<file path="config.mk">
export PLATFORM = sky130hd
export DESIGN_NAME = data_selector_scan
export DESIGN_NICKNAME = d
export VERILOG_FILES = /design/src/rtl/data_selector_pkg.sv /design/src/rtl/data_selector_scan_counter.sv /design/src/rtl/data_selector_scan.sv
export SDC_FILE = /design/constraint.sdc
export NUM_CORES = 1
export LEC_CHECK = 0
export CAP_MARGIN = 10
export CORE_UTILIZATION = 46
export CTS_CLUSTER_SIZE = 28
export DETAILED_ROUTE_END_ITERATION = 16
export PLACE_DENSITY = 0.8
export SLEW_MARGIN = 20
export SYNTH_ARGS = -nofsm -noshare
export SYNTH_HDL_FRONTEND = slang
export SYNTH_SLANG_ARGS = --single-unit
</file>
<file path="constraint.sdc">
create_clock -name CLK -period 2.9 [get_ports CLK]
set_input_delay 0.58 -clock CLK [delete_from_list [all_inputs] [get_ports CLK]]
set_output_delay 0.58 -clock CLK [all_outputs]
set_load 0.01 [all_outputs]
</file>
<file path="src/rtl/data_selector_pkg.sv">
// rtl/data_selector_pkg.sv - shared types, constants and width helpers for data_selector_scan
// Purpose : state encoding, mode constants and parameter-width helpers used by
//           data_selector_scan and its scan_counter.
// Ports   : none (package).
package data_selector_pkg;

   typedef enum logic [1:0] {
      IDLE   = 2'd0,
      MANUAL = 2'd1,
      SCAN   = 2'd2
   } state_t;

   localparam logic MODE_MANUAL = 1'b0;
   localparam logic MODE_SCAN   = 1'b1;

   // Channel-index width for an n-channel selector (n >= 2).
   function automatic int sel_width(input int n);
      return $clog2(n);
   endfunction

   // Divider width; one spare bit so SCAN_DIV = 1 still gets a legal vector.
   function automatic int div_width(input int d);
      return $clog2(d) + 1;
   endfunction

endpackage

</file>
<file path="src/rtl/data_selector_scan_counter.sv">
// rtl/data_selector_scan_counter.sv - channel pointer and dwell divider for auto-scan
// Purpose : holds the scan pointer and the per-channel dwell counter. Exposes
//           the pointer value that will be current after this edge, so the
//           top can register the matching data in the same cycle.
// Ports   : i_clk, i_rst_n       clock, async active-low reset
//           i_load, i_start      load pointer with i_start and clear divider
//           i_run                advance divider (and pointer on wrap)
//           o_ptr_next           pointer in effect after this edge
//           o_step               pointer moves on this edge
module scan_counter
   import data_selector_pkg::*;
#(
   parameter int N        = 4,
   parameter int SCAN_DIV = 4,
   parameter int SW       = sel_width(N),
   parameter int DW       = div_width(SCAN_DIV)
) (
   input  logic          i_clk,
   input  logic          i_rst_n,
   input  logic          i_load,
   input  logic [SW-1:0] i_start,
   input  logic          i_run,
   output logic [SW-1:0] o_ptr_next,
   output logic          o_step
);

   logic [SW-1:0] r_ptr;
   logic [DW-1:0] r_div;
   logic          w_div_last;
   logic [SW-1:0] w_ptr_inc;

   assign w_div_last = (32'(r_div) == SCAN_DIV - 1);
   // Explicit wrap at N-1 so unused codes above N-1 are never produced.
   assign w_ptr_inc  = (32'(r_ptr) == N - 1) ? '0 : r_ptr + 1'b1;
   assign o_step     = i_run & w_div_last;
   assign o_ptr_next = o_step ? w_ptr_inc : r_ptr;

   always_ff @(posedge i_clk or negedge i_rst_n) begin
      if (!i_rst_n) begin
         r_ptr <= '0;
         r_div <= '0;
      end else if (i_load) begin
         r_ptr <= i_start;
         r_div <= '0;
      end else if (i_run) begin
         if (w_div_last) begin
            r_div <= '0;
            r_ptr <= w_ptr_inc;
         end else begin
            r_div <= r_div + 1'b1;
         end
      end else begin
         // Outside scan the pointer is retained; the divider restarts.
         r_div <= '0;
      end
   end

endmodule

</file>
<file path="src/rtl/data_selector_scan.sv">
// rtl/data_selector_scan.sv - registered N-channel W-bit data selector with auto-scan
// Purpose : selects one of N channels of DIN onto registered Y, either by S
//           (manual) or by cycling channels every SCAN_DIV clocks (scan).
// Ports   : CLK, RST_N   clock, async active-low reset
//           EN           active-low enable; 1 clears outputs
//           MODE         0 manual, 1 auto-scan
//           S            manual select / scan start channel
//           DIN          flattened channels, channel k at DIN[k*W +: W]
//           Y, CH        registered data and its channel index
//           VLD          manual: level; scan: pulse on each new channel
//           ERR          manual select out of range
module data_selector_scan
   import data_selector_pkg::*;
#(
   parameter int W        = 2,
   parameter int N        = 4,
   parameter int SW       = sel_width(N),
   parameter int SCAN_DIV = 4
) (
   input  logic            CLK,
   input  logic            RST_N,
   input  logic            EN,
   input  logic            MODE,
   input  logic [SW-1:0]   S,
   input  logic [N*W-1:0]  DIN,
   output logic [W-1:0]    Y,
   output logic [SW-1:0]   CH,
   output logic            VLD,
   output logic            ERR
);

   state_t        r_state;
   state_t        w_next_state;
   logic [W-1:0]  r_y;
   logic [SW-1:0] r_ch;
   logic          r_vld;
   logic          r_err;

   logic          w_s_legal;
   logic [SW-1:0] w_start;
   logic          w_load;
   logic          w_run;
   logic [SW-1:0] w_ptr_next;
   logic          w_step;
   logic [SW-1:0] w_sel_idx;
   logic [W-1:0]  w_sel_data;

   assign w_s_legal = (32'(S) < N);
   assign w_start   = w_s_legal ? S : '0;

   // EN has priority over MODE in every state.
   always_comb begin
      w_next_state = MANUAL;
      if (EN)
         w_next_state = IDLE;
      else if (MODE == MODE_SCAN)
         w_next_state = SCAN;
   end

   assign w_load = (w_next_state == SCAN) && (r_state != SCAN);
   assign w_run  = (w_next_state == SCAN) && (r_state == SCAN);

   scan_counter #(
      .N        (N),
      .SCAN_DIV (SCAN_DIV),
      .SW       (SW)
   ) u_scan_counter (
      .i_clk      (CLK),
      .i_rst_n    (RST_N),
      .i_load     (w_load),
      .i_start    (w_start),
      .i_run      (w_run),
      .o_ptr_next (w_ptr_next),
      .o_step     (w_step)
   );

   assign w_sel_idx = (w_next_state == SCAN) ? (w_load ? w_start : w_ptr_next) : S;

   // Decoded mux: codes >= N match no channel and yield zero.
   always_comb begin
      w_sel_data = '0;
      for (int k = 0; k < N; k++) begin
         if (32'(w_sel_idx) == k)
            w_sel_data = DIN[k*W +: W];
      end
   end

   always_ff @(posedge CLK or negedge RST_N) begin
      if (!RST_N) begin
         r_state <= IDLE;
         r_y     <= '0;
         r_ch    <= '0;
         r_vld   <= 1'b0;
         r_err   <= 1'b0;
      end else begin
         r_state <= w_next_state;
         case (w_next_state)
            MANUAL: begin
               if (w_s_legal) begin
                  r_y   <= w_sel_data;
                  r_ch  <= S;
                  r_vld <= 1'b1;
                  r_err <= 1'b0;
               end else begin
                  r_y   <= '0;
                  r_vld <= 1'b0;
                  r_err <= 1'b1;
               end
            end
            SCAN: begin
               r_y   <= w_sel_data;
               r_ch  <= w_sel_idx;
               r_vld <= w_load | w_step;
               r_err <= 1'b0;
            end
            default: begin
               r_y   <= '0;
               r_vld <= 1'b0;
               r_err <= 1'b0;
            end
         endcase
      end
   end

   assign Y   = r_y;
   assign CH  = r_ch;
   assign VLD = r_vld;
   assign ERR = r_err;

endmodule

</file>
==> results.yml <==
layout:
  final_layout_size_suffix_gt1_share_pct: 11.8
  regArea_um2: 300
  mostFrequentLayoutCells: "18 x clkdlybuf4s50_1, 12 x dfrtp_1, 6 x mux2i_1"
  multi_input_area_um2: 295
  nNetsFinal: 93
  stdcell_area_um2: 833
  final_common_cell: "clkdlybuf4s50_1"
  area_delta_synth_final_pct: 34.8
  antennaDiodeCount: 0
  nFillCells: 84
sta:
  fin_setup_tns_ns: 0
  setup-violations-final: 0
  fin_crit_ns: 1.96
  maxSlewHeadroom_pct: 62.8
  finalCritPeriodShare_pct: 67.7
  worstMarginPinSlew_ns: 0.556
  max_freq_mhz: 510
  hold_viol_final: 0
  slew_violations: 0
  rsz0062_at_grt: "no"
  fin_skew_ns: 0.00813
global_routing:
  grt_pass1_wl_um: 1940
  use_met2_pct: 27.5
  overflow: 0
  antenna_found_initial: 0
  grt_max_degree: 13
  grt_usage_pct: 19.4
  grt-busiest-layer: "met2"
  grt_use_met3_pct: 6.36
  grt_pass1_vias: 442
  grtUsageMet1_pct: 27.1
logic_synthesis:
  synth_xor_area_share_pct: 0
  yosys.area_share.simple_pct: 20.4
  synth_top_family_by_area: "simple AND/OR/NAND/NOR gates"
  syn_inst: 56
  yosysWarnings: 0
  async_flop_share_pct: 100
  synth_fa_ha_area_share_pct: 4.05
  ys_ff_latch: 12
  syn-cell-area_um2: 618
  syn-num-nets: 72
  synth_compound_area_share_pct: 11.1
  syn_area_per_cell_um2: 11.0
  muxShareOfSynthArea_pct: 11.5
  synth-main-ff-cell: "dfrtp_1"
  synth-seq-area-share_pct: 48.6
  synth.distinct_cells: 23
  synth_edf_count: 0
route:
  firstDrtPassIters: 4
  vias_per_cell: 5.16
  via_count: 464
  wl_um: 1180
  wl_per_cell_um: 13.2
  drtIter0Drc: 11
  ant_nets: 0
  drc: 0
floorplan:
  core-area_um2: 1170
  die_h_um: 38.7
  pin_count: 20
  die_x_um: 38.7
  initial_core_util_pct: 52.8
  row_count: 12
  dieArea_um2: 1490
clock_tree:
  clk-insertion-delay-late_ns: 0.27
  clkSinkCount: 12
  cts_root_buf: "clkbuf_4"
  htree_levels: 1
  post_cts_resize_count: 0
  cts_setup_buffers: 0
  cts_buffers: 3
  clockBufferDepth: 2
  cts_tree: "done"
  cts_hold_buf: 0
  clk_pin_slew_ns: 0.08
placed_design:
  placedInstanceArea_um2: 797
  io_buffers: 18
  place_hpwl_um: 891
  place_congestion: 0.742
setup_path:
  critPathBufInv: 1
  start_kind: "primary input"
  cp_slowest_stage_delay_ns: 0.53
  reg2reg_depth: 5
  rr_startpoint: "u_scan_counter.r_div[0]"
  cp_cell_sequence: "clkdlybuf4s50_1 -> and4bb_4 -> nor2_2 -> a21oi_4 -> mux2i_1 -> o22ai_1"
  cpMaxStageDelayCell: "clkdlybuf4s50_1"
  timing.rr.end: "CH[0]"
  critPathArrivalTime_ns: 2.12
  rrSetupSlack_ns: 1.28
  crit_path_end_kind: "flop"
  crit_required_ns: 3.05
  crit_type: "primary input to flop"
  cpLargestDelayFamily: "buffers and inverters"
  cp_max_fo: 8
pwr:
  pwr_density_cell_nw_per_um2: 473
  vdd_drop_max_v: 0.000318
  p_leak_nw: 0.372
outcome:
  outcome: "completed"
hold_path:
  hp-start: "u_scan_counter.r_div[0]"
  holdPathEnd: "u_scan_counter.r_div[0]"
  hold_path_class: "flop to flop"
  whs_path_depth: 1
job:
  maxCapViolations: 0
-- kinds of logic after synthesis --
kind of cell,after synthesis
muxes,7
buffers and inverters,3
other,1
and+or+nand+nor,20
adders and majority gates,2
DFF,12
AOI/OAI and AO/OA,11
-- worst register-to-register path: cells and delay by family (launching register included) --
family | cells | cell delay [ns]
AO/OA/AOI/OAI | 1 | 0.13
flip-flops | 1 | 0.35
adder cells (fa/ha/maj) | 1 | 0.17
multiplexers | 2 | 0.62
AND/OR/NAND/NOR | 1 | 0.24
-- per-stage QoR --
stage               utilization, %  worst slack (ns)  hold WS, ns  total power, W  cells
floorplan                        -              1.32        0.284        0.000225     56
global placement              68.1             0.735        0.433        0.000266     86
detailed placement            68.1             0.692        0.435        0.000267     86
CTS                           71.2             0.941        0.445        0.000397     90
global route                  71.2             0.845        0.461        0.000414     90
finish                        71.2             0.938        0.441        0.000394     90
-- worst max-delay path by stage --
stage / to / from / cells after the start
floorplan: Y[0] / u_scan_counter.r_div[0] / 7
global placement: Y[0] / EN / 6
detailed placement: Y[1] / EN / 6
CTS: Y[1] / EN / 6
global route: Y[1] / EN / 6
finish: Y[1] / EN / 6
-- layer usage --
layer / wire length [µm] / part of all wire (%)
met5: 0 / 0
met4: 0 / 0
met3: 50 / 4.2
met2: 524 / 44
met1: 610 / 52
-- power by group --
part	switching [W]	leakage, nW	internal, W
Sequential	0.00000753	0.154	0.000180
Combinational	0.0000337	0.197	0.0000434
Clock	0.0000540	0.0210	0.0000761
Total	0.0000953	0.372	0.000299
-- cell usage after synthesis, types with 2 or more instances --
master    number  area (µm²)
nand2_1        3        11.3
and3_1         2        12.5
o22ai_1        2        12.5
mux2i_1        6        60.1
nor3b_1        2        15.0
nand2b_1       3        18.8
ha_1           2        25.0
o21ai_0        4        20.0
nor2_1         4        15.0
dfrtp_1       12         300
a21oi_1        4        20.0
-- state kept, by name (all words and copies together) (netlist names) --
| signal | count |
|---|---|
| VLD | 1 |
| u_scan_counter.r_div | 3 |
| u_scan_counter.r_ptr | 2 |
| CH | 2 |
| Y | 2 |
| r_state | 2 |
-- area by class of cell --
| cell class | count | area share [%] |
|---|---|---|
| multi-input cells | 41 | 35.4 |
| well taps | 14 | 2.10 |
| inverters | 1 | 0.450 |
| flip-flops and latches | 12 | 36.0 |
| clock buffers | 4 | 4.35 |
| repair buffers | 18 | 21.6 |
(Power assumes the default switching activity.)
